### src/rtl/arb_pkg.sv
// Shared types and grant encodings for the two-master arbiter.
package arb_pkg;

  typedef enum logic [1:0] {IDLE, OWN_FIRST, OWN_SECOND, RELEASE} arb_state_t;

  typedef logic [1:0] grant_t;

  localparam grant_t GRANT_NONE   = 2'b00;
  localparam grant_t GRANT_FIRST  = 2'b01;
  localparam grant_t GRANT_SECOND = 2'b10;

  function automatic grant_t grant_of(arb_state_t s);
    grant_t g;
    case (s)
      OWN_FIRST:  g = GRANT_FIRST;
      OWN_SECOND: g = GRANT_SECOND;
      default:    g = GRANT_NONE;
    endcase
    return g;
  endfunction

endpackage

### src/rtl/arb_watchdog.sv
// Grant watchdog: counts cycles a grant has been open and flags the last allowed one.
module arb_watchdog #(
  parameter int TIMEOUT_CYCLES = 16
) (
  input  logic clk,
  input  logic rst,
  input  logic i_run,
  output logic o_expired
);

  localparam logic [7:0] LIMIT = 8'(TIMEOUT_CYCLES - 1);

  logic [7:0] r_count;

  // Held at zero outside ownership, so every new grant starts from a clean count.
  always_ff @(posedge clk or posedge rst) begin
    if (rst) begin
      r_count <= 8'd0;
    end else if (!i_run) begin
      r_count <= 8'd0;
    end else begin
      r_count <= r_count + 8'd1;
    end
  end

  assign o_expired = i_run && (r_count == LIMIT);

endmodule

### src/rtl/arbiter_2m.sv
// Two-master round-robin arbiter feeding mux_slave; grant held per transaction.
// Optional forced release of stalled grants when ARB_TIMEOUT_EN is defined.
module arbiter_2m
  import arb_pkg::*;
#(
  parameter int TIMEOUT_CYCLES = 16
) (
  input  logic       clk,
  input  logic       rst,
  input  logic       req_in_first,
  input  logic       req_in_second,
  input  logic       ack_out,
  output logic [1:0] grant,
  output logic       busy,
  output logic       timeout_err
);

  // state      | meaning
  // IDLE       | no grant, arbitrate on sampled requests
  // OWN_FIRST  | first owns the slave until ack, abort or timeout
  // OWN_SECOND | second owns the slave until ack, abort or timeout
  // RELEASE    | one-cycle 00 bubble so the owner can drop req

  if (TIMEOUT_CYCLES < 2 || TIMEOUT_CYCLES > 255) begin : g_bad_timeout
    $error("arbiter_2m: TIMEOUT_CYCLES must be within 2..255");
  end

  arb_state_t r_state, w_state_nxt;
  logic       r_rr_second, w_rr_second_nxt;
  grant_t     r_grant, w_grant_nxt;
  logic       r_busy, w_busy_nxt;
  logic       r_timeout_err, w_timeout_nxt;
  logic       w_own, w_owner_req, w_expired;

  assign w_own       = (r_state == OWN_FIRST) || (r_state == OWN_SECOND);
  assign w_owner_req = (r_state == OWN_SECOND) ? req_in_second : req_in_first;

`ifdef ARB_TIMEOUT_EN
  arb_watchdog #(.TIMEOUT_CYCLES(TIMEOUT_CYCLES)) u_watchdog (
    .clk       (clk),
    .rst       (rst),
    .i_run     (w_own),
    .o_expired (w_expired)
  );
`else
  assign w_expired = 1'b0;
`endif

  always_ff @(posedge clk or posedge rst) begin
    if (rst) begin
      r_state       <= IDLE;
      r_rr_second   <= 1'b0;
      r_grant       <= GRANT_NONE;
      r_busy        <= 1'b0;
      r_timeout_err <= 1'b0;
    end else begin
      r_state       <= w_state_nxt;
      r_rr_second   <= w_rr_second_nxt;
      r_grant       <= w_grant_nxt;
      r_busy        <= w_busy_nxt;
      r_timeout_err <= w_timeout_nxt;
    end
  end

  always_comb begin
    w_state_nxt     = r_state;
    w_rr_second_nxt = r_rr_second;
    case (r_state)
      IDLE: begin
        if (req_in_first && (!req_in_second || !r_rr_second)) begin
          w_state_nxt = OWN_FIRST;
        end else if (req_in_second) begin
          w_state_nxt = OWN_SECOND;
        end
      end
      OWN_FIRST, OWN_SECOND: begin
        if (ack_out || !w_owner_req || w_expired) begin
          w_state_nxt     = RELEASE;
          w_rr_second_nxt = (r_state == OWN_FIRST);
        end
      end
      RELEASE: w_state_nxt = IDLE;
      default: w_state_nxt = IDLE;
    endcase
  end

  // Outputs are decoded from the next state so they register alongside it.
  // Ack and abort both take precedence over an expiring watchdog.
  always_comb begin
    w_grant_nxt   = grant_of(w_state_nxt);
    w_busy_nxt    = (w_state_nxt == OWN_FIRST) || (w_state_nxt == OWN_SECOND);
    w_timeout_nxt = w_own && w_expired && !ack_out && w_owner_req;
  end

  assign grant       = r_grant;
  assign busy        = r_busy;
  assign timeout_err = r_timeout_err;

endmodule

### config.mk
export PLATFORM = sky130hd
export DESIGN_NAME = arbiter_2m
export DESIGN_NICKNAME = d
export VERILOG_FILES = /design/src/rtl/arb_pkg.sv /design/src/rtl/arb_watchdog.sv /design/src/rtl/arbiter_2m.sv
export SDC_FILE = /design/constraint.sdc
export NUM_CORES = 1
export LEC_CHECK = 0
export CORE_AREA = 2 2 39 41
export DETAILED_ROUTE_END_ITERATION = 8
export DIE_AREA = 0 0 41 43
export HOLD_SLACK_MARGIN = 0.05
export RECOVER_POWER = 50
export SLEW_MARGIN = 20
export SYNTH_ARGS = -nofsm -noshare
export SYNTH_HDL_FRONTEND = slang
export SYNTH_HIERARCHICAL = 1
export SYNTH_SLANG_ARGS = --single-unit
### constraint.sdc
create_clock -name clk -period 2.9 [get_ports clk]
set_input_delay 0.725 -clock clk [delete_from_list [all_inputs] [get_ports clk]]
set_output_delay 0.725 -clock clk [all_outputs]
set_load 0.05 [all_outputs]
=== Yosys cells after proc, flatten, opt, wreduce, memory -nomap -nowiden ===
Cells that the tools add are included.

* Input port bits: 5
* Register bits: 6
* Word-level logic and storage cells: 25

* Eq/ne operators: 5
* Muxes and demuxes: 6
* Reduce and logical (&&, ||, !) cells: 10

{| class="wikitable"
|+ Operator list
! kind !! count
|-
| $eq A2 B2 Y1 const B || 3
|-
| $mux W2 || 3
|-
| $pmux W2 S3 || 1
|-
| $eq A2 B1 Y1 const B || 2
|-
| $pmux W2 S2 || 1
|-
| $logic_not A1 Y1 || 3
|-
| $logic_or A1 B1 Y1 || 3
|-
| $logic_not A2 Y1 || 1
|-
| $reduce_and A2 Y1 || 1
|-
| $reduce_or A2 Y1 || 1
|-
| $logic_and A1 B1 Y1 || 1
|-
| $mux W1 || 1
|}

=== Longest topological paths before layout ===
Gate-level depths: netlist of the first run.

* Depth in word-level cells: 8
* Gate-level depth with buffers: 7
* Depth with buffers taken out: 7

=== Least setup slack after synthesis of the first run ===
Ideal clock, no wire load.

* Kind: register to register
* From: reg r_state[0]
* To: reg r_busy, in the netlist busy
* Path slack: 1.258 ns
* Arrival: 1.579 ns
* Clock period less this slack: 1.642 ns
* Cell stages (with the launch flop): 8
* Required time: 2.837 ns
* Buffers on the path: 0
* Cell sequence: dfrtp_1 -> inv_1 -> ha_1 -> mux2i_1 -> or2_1 -> o311ai_1 -> ha_1 -> inv_1

* Word-level cells in the longest chain between the ends: 8

{| class="wikitable"
|+ Ends and longest elaborated chain
! element !! line !! text
|-
| from (decl) || arbiter_2m.sv:28 || <nowiki>arb_state_t r_state, w_state_nxt;</nowiki>
|-
| from (signal assigned) || arbiter_2m.sv:57 || <nowiki>r_state <= w_state_nxt;</nowiki>
|-
| $eq A2 B2 Y1 || arbiter_2m.sv:36, arbiter_2m.sv:68 ||
|-
| $mux W1 || arbiter_2m.sv:36 || <nowiki>assign w_owner_req = (r_state == OWN_SECOND) ? req_in_second : req_in_first;</nowiki>
|-
| $logic_not A1 Y1 || arbiter_2m.sv:77 || <nowiki>if (ack_out || !w_owner_req || w_expired) begin</nowiki>
|-
| $logic_or A1 B1 Y1 || arbiter_2m.sv:77 ||
|-
| $mux W2 || arbiter_2m.sv:77 ||
|-
| $pmux W2 S3 (*) || arbiter_2m.sv:68 || <nowiki>case (r_state)</nowiki>
|-
| $eq A2 B1 Y1 / $eq A2 B2 Y1 (equally long branches) || arbiter_2m.sv:91 || <nowiki>w_busy_nxt = (w_state_nxt == OWN_FIRST) || (w_state_nxt == OWN_SECOND);</nowiki>
|-
| $logic_or A1 B1 Y1 (*) || arbiter_2m.sv:91 ||
|-
| via w_busy_nxt || arbiter_2m.sv:31 || <nowiki>logic r_busy, w_busy_nxt;</nowiki>
|-
| to (signal assigned) || arbiter_2m.sv:60 || <nowiki>r_busy <= w_busy_nxt;</nowiki>
|-
| to (decl) || arbiter_2m.sv:31 ||
|}

Mark *: on every way through the listed nets, which the timed path passes. The rest lies on a longest branch.
A chain may end at the register's enable or synchronous reset.

=== Worst setup path in the final report of the first run ===
* From: in req_in_first
* To: reg r_busy, in the netlist busy

* Word-level cells in the longest chain between the ends: 7

{| class="wikitable"
|+ Ends and longest elaborated chain
! element !! line !! text
|-
| from (decl) || arbiter_2m.sv:10 || <nowiki>input logic req_in_first,</nowiki>
|-
| $mux W1 || arbiter_2m.sv:36 ||
|-
| $logic_not A1 Y1 || arbiter_2m.sv:77 ||
|-
| $logic_or A1 B1 Y1 || arbiter_2m.sv:77 ||
|-
| $mux W2 || arbiter_2m.sv:77 ||
|-
| $pmux W2 S3 (*) || arbiter_2m.sv:68 ||
|-
| $eq A2 B1 Y1 / $eq A2 B2 Y1 (equally long branches) || arbiter_2m.sv:91 ||
|-
| $logic_or A1 B1 Y1 (*) || arbiter_2m.sv:91 ||
|-
| via w_busy_nxt || arbiter_2m.sv:31 ||
|}

Marked as above.

==> qor.csv, run 1 <==
metric,value,unit
outcome,completed,
synth_top_area_share,41.0,%
synthArstFlopShare,100,%
worst_pin_slew,496,ps
yosys_warnings,6,
ff2ff_path_depth,7,
vias,300,
reg2reg_to,busy$_DFF_PP0_,
worstSetupPathType,in -> reg,
post_cts_buffers,0,
required,3080,ps
fmax,468,MHz
fin_skew,2.69,ps
relSlewSlack,66.9,%
yosysMostFrequentCell,dfrtp_1,
design_area,472,um^2
die-area,0.00176,mm^2
ys_ff_latch,6,
overflow,0,
synth_enable_flop_cells,0,
avgViaCountPerCell,4.84,
start_util,26.5,%
dr.pass1.iters,4,
regToRegStartpoint,r_state[0]$_DFF_PP0_,
power_density,1280,mW/mm^2
die_y,43,um
nets,57,
setup_viol,0,
ant_nets,0,
crit_fanout,5,
min_period_over_period,73.7,%
yosys.area.top_type,dfrtp_1,
cts_tree,yes,
finalMaxSlewViolations,0,
row_count,14,
htreeDepth,1,
cap_violations,0,
ctsHoldBuffers,0,
cts_buffers,3,
synthFlopType,dfrtp_1,
cp-startpoint,req_in_first,
io_buffers,7,
rrSetupSlack,1100,ps
ctsResizeCount,0,
antenna_cells,0,
p_leak,0.000231,uW
synth_nets,46,
path_clk_slew,40,ps
crit_path_end_kind,flop,
gp_congestion,0.673,
grt_pass1_vias,252,
hold_viol_final,0,
synth_common_cells,"dfrtp_1 (6), ha_1 (4), inv_1 (4)",
root_buffer,clkbuf_4,
drc,0,
synth_cells,37,
synth.area.top_cells,"dfrtp_1 (41%), ha_1 (14%), a21oi_1 (4.1%)",
hold_depth,1,
irDropWorstVdd,0.000304,V
grt_first_pass_wirelength,1010,um
worst_setup_path_start_kind,input port,
grt_max_degree,9,
synth-seq-area-share,41.0,%
core_area,0.00138,mm^2
synthDistinctLibCells,20,
syn2layout_area_growth,28.7,%
fin_setup_tns,0,ps
drive_gt1_share,8.70,%
crit_end,busy$_DFF_PP0_,
antenna_found_initial,0,
dpl_cell_area,449,um^2
syn_avg_cell_area,9.91,um^2
clk_latency,240,ps
min_period,2140,ps
clock_sinks,6,
io_pins,9,
die_w,41,um
wire_per_inst,10.8,um
worstPathArrival,2310,ps
cts_max_path_buffers,2,
hold_path.class,reg -> reg,
rsz0062_at_grt,false,
drt_iter0_drc,6,
fillers,144,
wirelength,668,um
track_usage,8.68,%
synthesis.area,367,um^2
## routing by layer
| layer | routed length (um) | global-route usage [%] | part of all wire, % |
|---|---|---|---|
| met5 | 0 | 0 | 0 |
| met1 | 343 | 12.1 | 51 |
| met2 | 299 | 10.6 | 45 |
| met4 | 0 | 4.00 | 0 |
| met3 | 24 | 4.71 | 3.6 |
## cell type report
| type | count | area (um^2) | area share (%) |
|---|---|---|---|
| clock buffers | 3 | 22.5 | 4.77 |
| inverters | 4 | 15.0 | 3.18 |
| multi-input cells | 26 | 194 | 41.1 |
| flip-flops and latches | 6 | 150 | 31.8 |
| well taps | 16 | 20.0 | 4.24 |
| repair buffers | 7 | 70.1 | 14.9 |
## worst max-delay path: stages
cell and delay (ps):
dlygate4sd3_1 620, mux2i_1 160, or2_1 250, o311ai_1 240
ha_1 270, inv_1 50
## through the flow
stage	hold slack, ps	total power, uW	std cells	setup WS [ps]	utilization, %
after floorplan	455	441	37	1260	-
after global placement	478	531	59	604	32.5
after detailed placement	482	534	59	610	32.5
after CTS	493	615	62	806	34.1
after global routing	513	664	62	657	34.1
final	485	603	62	763	34.1
## worst min-delay path by stage
stage	slack [ps]	from	to
floorplan	460	r_rr_second$_DFFE_PP0P_	r_rr_second$_DFFE_PP0P_
global placement	480	r_rr_second$_DFFE_PP0P_	r_rr_second$_DFFE_PP0P_
detailed placement	480	r_rr_second$_DFFE_PP0P_	r_rr_second$_DFFE_PP0P_
CTS	490	r_rr_second$_DFFE_PP0P_	r_rr_second$_DFFE_PP0P_
global route	510	r_rr_second$_DFFE_PP0P_	r_rr_second$_DFFE_PP0P_
finish	490	r_rr_second$_DFFE_PP0P_	r_rr_second$_DFFE_PP0P_
## kinds of logic after synthesis
group	share of synthesized area (%)
AO/OA/AOI/OAI	16.0
adder cells (fa/ha/maj)	13.7
buffers and inverters	6.14
flip-flops	41.0
multiplexers	5.80
other	1.02
AND/OR/NAND/NOR	16.4
## report_power, final
group | internal (uW) | total, uW | switching (uW)
Clock | 46.6 | 74.0 | 27.4
Sequential | 130 | 155 | 24.2
Combinational | 155 | 374 | 219
Total | 332 | 603 | 270
## sequential cells by signal (all words and copies together) (netlist names)
name	cells
busy	1
grant	2
r_rr_second	1
r_state	2
## placed cells by master (no fill, tap or decap), types with 2 or more instances in the layout
master           count
ha_1                 4
dfrtp_1              6
clkdlybuf4s50_1      5
inv_1                4
a21oi_1              3
nor2_1               2
nand3_1              3
clkbuf_4             3
o21ai_0              2
dlygate4sd3_1        2
No activity file was read; power rests on OpenSTA's default activity.
==> inputs of run 2 (changes only) <==
- clock period: 2.9 -> 1.86 ns (I/O delays scaled with it)
==> run 2 against run 1 <==
  * Count of clock-buffer cells in the layout is the same
  * Non-clock buffer count up 6
  * Critical path depth did not move
  * Sequential share of layout area decreased by 2.8 points
  * Register-to-register slack got worse by 960 ps
  * Utilization is 3.3 points higher
  * Clock power is 58% higher
  * Sequential cell count unchanged
  * Sequential power up 52%
  * Design area up 9.5%
  * Die area stayed put
==> qor.csv, run 2 (synthesis gave the netlist of run 1 again) <==
metric,value,unit,change
outcome,completed,,unchanged
cts_buffers,3,,unchanged
antenna_cells,0,,unchanged
start_util,26.5,%,unchanged
htreeDepth,1,,unchanged
p_sw_share,44.4,%,was 44.8%
antenna_found_initial,0,,unchanged
clk_latency,240,ps,about the same
p_int,573,uW,was 332 uW
wire_per_inst,11.2,um,was 10.8 um
die_y,43,um,unchanged
cap_violations,0,,unchanged
post-route-util,37.3,%,was 34.1%
drive_gt1_share,26.9,%,was 8.70%
avgViaCountPerCell,4.54,,was 4.84
rsz0062_at_grt,false,,unchanged
crit_chain,clkdlybuf4s50_1 -> and3b_2 -> a21oi_1 -> nand3_1 -> ha_1 -> inv_1,,was dlygate4sd3_1 -> mux2i_1 -> or2_1 -> o311ai_1 -> ha_1 -> inv_1
nets,63,,was 57
power_density,1990,mW/mm^2,was 1280 mW/mm^2
pwr-share-comb,65.8,%,was 62.1%
most-common-layout-cells,"buf_4 (8), dfrtp_1 (6), inv_1 (4), ha_1 (4)",,"was dfrtp_1 (6), clkdlybuf4s50_1 (5), inv_1 (4), ha_1 (4)"
fin_skew,5.14,ps,was 2.69 ps
cts_max_path_buffers,2,,unchanged
p_leak,0.000262,uW,was 0.000231 uW
grt_pass1_vias,314,,was 252
core_area,0.00138,mm^2,unchanged
path_clk_slew,40,ps,about the same
switchingPower,457,uW,was 270 uW
dr.pass1.iters,2,,was 4
finalMaxSlewViolations,0,,unchanged
clkPwrFrac,11.4,%,was 12.3%
vias,309,,was 300
drt_iter0_drc,4,,was 6
hold_viol_final,0,,unchanged
io_buffers,7,,unchanged
worst_pin_slew,593,ps,was 496 ps
die_w,41,um,unchanged
syn2layout_area_growth,41.0,%,was 28.7%
wirelength,761,um,was 668 um
grt_max_degree,7,,was 9
cts_tree,yes,,unchanged
worstSetupPathType,in -> reg,,unchanged
required,1990,ps,was 3080 ps
hold_path.class,reg -> reg,,unchanged
final_common_cell,buf_4,,was dfrtp_1
drc,0,,unchanged
die-area,0.00176,mm^2,unchanged
row_count,14,,unchanged
min_period,1770,ps,
track_usage,11.5,%,was 8.68%
pwr-share-seq,22.8,%,was 25.6%
dpl_cell_area,487,um^2,was 449 um^2
cpPeakStageDelay,540,ps,was 620 ps
grt_first_pass_wirelength,1330,um,was 1010 um
setup_viol,0,,unchanged
ant_nets,0,,unchanged
critPathSlowestCell,clkdlybuf4s50_1,,was dlygate4sd3_1
io_pins,9,,unchanged
worstPathArrival,1900,ps,was 2310 ps
dp_hpwl,593,um,
root_buffer,clkbuf_4,,unchanged
crit_fanout,4,,was 5
ff2ff_path_depth,7,,unchanged
clock_sinks,6,,unchanged
design_area,517,um^2,was 472 um^2
ctsHoldBuffers,0,,unchanged
fmax,566,MHz,
crit_path_end_kind,flop,,unchanged
overflow,0,,unchanged
relSlewSlack,60.6,%,was 66.9%
min_period_over_period,95.0,%,
rrSetupSlack,140,ps,was 1100 ps
gp_congestion,0.664,,was 0.673
irDropWorstVdd,0.000644,V,was 0.000304 V
worst_setup_path_start_kind,input port,,unchanged
hold_depth,1,,unchanged
## run 2: cell count changes in the layout (fill, tap and decap cells not counted), sizes merged
cell           previous run  this run
buf                       0         8
clkdlybuf4s50             5         3
dlygate4sd3               2         1
clkbuf                    3         4
## run 2: per-stage QoR
stage	instances	setup WS (ps)	power, uW	hold WS (ps)	TNS (ps)
2_1_floorplan	37	218	688	256	0
3_5_place_dp	65	-192	897	508	-243
4_1_cts	68	47.2	1020	443	0
3_3_place_gp	65	-171	886	508	-220
5_1_grt	68	13.7	1160	530	0
6_report	68	93.1	1030	512	0
## run 2: final timing paths
check                                         from                      end
setup / recovery                      req_in_first           busy$_DFF_PP0_
hold / removal             r_rr_second$_DFFE_PP0P_  r_rr_second$_DFFE_PP0P_
setup reg to reg              r_state[1]$_DFF_PP0_           busy$_DFF_PP0_
hold reg to reg            r_rr_second$_DFFE_PP0P_  r_rr_second$_DFFE_PP0P_
max in group asynchronous                      rst  r_rr_second$_DFFE_PP0P_
min in group asynchronous                      rst       grant[1]$_DFF_PP0_
## run 2: layout make-up
class | instances | area [um^2]
Inverter | 4 | 15.0
Clock buffer | 3 | 22.5
Sequential cell | 6 | 150
Tap cell | 16 | 20.0
Fill cell | 151 | 867
Multi-Input combinational cell | 26 | 205
Timing Repair Buffer | 13 | 104
## run 2: routing by layer
metal	up-vias	part of all wire (%)	GRT usage, %
li1	158	-	-
met1	144	43	13.8
met2	7	53	16.9
met3	0	4.1	7.85
met4	0	0	2.00
met5	-	0	0
## run 2: repair_timing
| action | CTS | global route |
|---|---|---|
| buffers inserted | 0 | 0 |
| endpoints found under the setup margin | 0 | 1 |
| resized for setup | 0 | 2 |
| endpoints found under the hold margin | 0 | 0 |
## run 2: critical path, delay by kind of cell
kind | cells | cell delay, ps
AO/OA/AOI/OAI | 1 | 220
adder cells (fa/ha/maj) | 1 | 280
AND/OR/NAND/NOR | 2 | 350
buffers and inverters | 2 | 580
## run 2: power by group through the flow
| stage | Sequential (uW) | Combinational [uW] | Clock, uW |
|---|---|---|---|
| CTS | 236 | 663 | 124 |
| global route | 242 | 773 | 140 |
| floorplan | 347 | 341 | 0 |
| global placement | 235 | 652 | 0 |
| detailed placement | 238 | 659 | 0 |
| finish | 235 | 678 | 117 |
==> inputs of run 3 (changes only) <==
- ABC_AREA: not set -> 1
==> run 3 against run 2 <==
  * Sequential cell count unchanged
  * Critical path depth up 2
  * Sequential share of layout area is 2.5 points higher
  * Clock power about the same
  * First-iteration DRC count fell by 50%
  * Largest cell class unchanged
==> qor.csv, run 3 <==
metric,value,unit,change
outcome,completed,,unchanged
min_period,1580,ps,was 1770 ps
multi_input_area,183,um^2,was 205 um^2
ctsResizeCount,0,,unchanged
crit_cells,8,,was 6
met2_length,270,um,was 401 um
grt_pass1_vias,287,,was 314
htreeDepth,1,,unchanged
rsz0062_at_grt,false,,unchanged
core_area,0.00138,mm^2,unchanged
irDropWorstVdd,0.000790,V,was 0.000644 V
synth_common_cells,"nand2_1 (10), inv_1 (8), dfrtp_1 (6)",,"was dfrtp_1 (6), ha_1 (4), inv_1 (4)"
wire_per_inst,8.91,um,was 11.2 um
placed_cells,65,,unchanged
antenna_cells,0,,unchanged
synth_top_area_share,40.1,%,was 41.0%
synth.area.top_cells,"dfrtp_1 (40%), ha_1 (13%), nand2_1 (10%)",,"was dfrtp_1 (41%), ha_1 (14%), a21oi_1 (4.1%)"
synth_enable_flop_cells,0,,unchanged
vias,281,,was 309
io_buffers,7,,unchanged
required,1990,ps,about the same
fin_skew,3.61,ps,was 5.14 ps
overflow,0,,unchanged
gp_congestion,0.661,,was 0.664
hold_viol_final,0,,unchanged
fin_cells,68,,unchanged
syn_avg_cell_area,8.91,um^2,was 9.91 um^2
hold_path.class,reg -> reg,,unchanged
path_common_cell,nand2_2,,
drc,0,,unchanged
clk_latency,240,ps,about the same
avgViaCountPerCell,4.13,,was 4.54
final_common_cell,nand2_1,,was buf_4
cpPeakStageDelay,540,ps,about the same
start_util,27.0,%,was 26.5%
path_clk_slew,40,ps,about the same
fin_setup_tns,0,ps,unchanged
maxUsedRoutingLayer,met4,,was met3
worst_pin_slew,605,ps,was 593 ps
ff2ff_path_depth,8,,was 7
crit_chain,clkdlybuf4s50_1 -> nand2_1 -> nand2_2 -> nand3_2 -> nand2_2 -> nand2_2 -> ha_1 -> inv_1,,was clkdlybuf4s50_1 -> and3b_2 -> a21oi_1 -> nand3_1 -> ha_1 -> inv_1
syn2layout_area_growth,27.1,%,was 41.0%
power_density,1940,mW/mm^2,was 1990 mW/mm^2
yosys_warnings,6,,unchanged
grt_first_pass_wirelength,1070,um,was 1330 um
crit_path_end_kind,flop,,unchanged
hold_depth,2,,was 1
die_w,41,um,unchanged
regArea,150,um^2,unchanged
antenna_found_initial,0,,unchanged
met1_length,275,um,was 328 um
yosys.area.top_type,dfrtp_1,,unchanged
preCtsSetupSlack,30.1,ps,was -192 ps
setup_viol,0,,unchanged
post_cts_buffers,0,,unchanged
grt_max_degree,7,,unchanged
drive_gt1_share,30.8,%,was 26.9%
finalMaxSlewViolations,0,,unchanged
timing.final.ws_setup,283,ps,was 93.1 ps
cap_violations,0,,unchanged
root_buffer,clkbuf_4,,unchanged
synthDistinctLibCells,14,,was 20
clock_sinks,6,,unchanged
worstSetupPathType,in -> reg,,unchanged
ys_ff_latch,6,,unchanged
path_buf_inv,2,,unchanged
synth_nets,51,,was 46
critPathSlowestCell,clkdlybuf4s50_1,,unchanged
yosysMostFrequentCell,nand2_1,,was dfrtp_1
relSlewSlack,59.9,%,was 60.6%
ctsHoldBuffers,0,,unchanged
io_pins,9,,unchanged
synth-seq-area-share,40.1,%,was 41.0%
die_y,43,um,unchanged
fmax,634,MHz,was 566 MHz
nets,63,,unchanged
cts_tree,yes,,unchanged
cts_max_path_buffers,2,,unchanged
track_usage,9.82,%,was 11.5%
worstPathArrival,1710,ps,was 1900 ps
synthesis.area,374,um^2,was 367 um^2
synthArstFlopShare,100,%,unchanged
worst_setup_path_start_kind,input port,,unchanged
crit_family,buffers and inverters,,unchanged
crit_fanout,4,,unchanged
wirelength,606,um,was 761 um
most-common-layout-cells,"nand2_1 (10), inv_1 (8), dfrtp_1 (6)",,"was buf_4 (8), dfrtp_1 (6), inv_1 (4), ha_1 (4)"
p_leak,0.000254,uW,was 0.000262 uW
die-area,0.00176,mm^2,unchanged
synthFlopType,dfrtp_1,,unchanged
drt_iter0_drc,2,,was 4
ant_nets,0,,unchanged
wl_met3,23,um,was 31 um
fillers,144,,was 151
row_count,14,,unchanged
dp_hpwl,512,um,was 593 um
cts_buffers,3,,unchanged
synth_cells,42,,was 37
dr.pass1.iters,2,,unchanged
min_period_over_period,84.8,%,was 95.0%
-- run 3: cell count changes after synthesis, sizes merged, moves of 2 or more --
cell and change:
nand2 +13, inv +5, o21ai -3, a21oi -2
-- run 3: worst paths after layout --
path	to	slack [ps]	startpoint
min in group asynchronous	r_state[1]$_DFF_PP0_	570	rst
max in group asynchronous	grant[1]$_DFF_PP0_	1110	rst
setup reg to reg	busy$_DFF_PP0_	350	r_state[1]$_DFF_PP0_
hold / removal	r_rr_second$_DFFE_PP0P_	490	r_rr_second$_DFFE_PP0P_
hold reg to reg	r_rr_second$_DFFE_PP0P_	490	r_rr_second$_DFFE_PP0P_
setup / recovery	busy$_DFF_PP0_	280	req_in_second
-- run 3: per-layer routing --
layer	global-route usage, %	up-vias
li1	-	143
met1	9.90	126
met2	13.4	8
met3	3.14	4
met4	12.0	0
met5	0	-
-- run 3: per-stage QoR --
stage                     util [%]  total power (uW)  area [um^2]  hold slack [ps]
final                         34.4               921          475              486
after floorplan                  -               667          374              256
after detailed placement      33.0               824          457              480
after CTS                     34.6               947          479              432
after global placement        33.0               815          457              459
after global routing          34.4              1010          475              532
-- run 3: worst min-delay path: stages (launching register included) --
cell,delay (ps)
dfrtp_1,340
nand2_1,60
nand2_1,50
-- run 3: layout make-up --
cell class                 count  area share (%)
multi-input combinational     26            38.4
sequential                     6            31.6
timing repair buffer           8            13.9
inverter                       9            7.11
clock buffer                   3            4.74
tap                           16            4.21
-- run 3: kinds of logic (layout without fill, tap and decap cells) --
| family | count (synthesis) | in the layout | share of synthesized area [%] |
|---|---|---|---|
| AOI/OAI and AO/OA | 3 | 3 | 9.37 |
| adders and majority gates | 4 | 4 | 13.4 |
| buffers and inverters | 10 | 20 | 11.0 |
| DFF | 6 | 6 | 40.1 |
| other | 1 | 1 | 1.00 |
| and+or+nand+nor | 18 | 18 | 25.1 |
-- run 3: where the power goes --
group / internal [uW] / switching [uW] / total, uW
sequential: 197 / 28.8 / 226
clock: 72.7 / 43.4 / 116
combinational: 217 / 361 / 578
total: 487 / 433 / 921
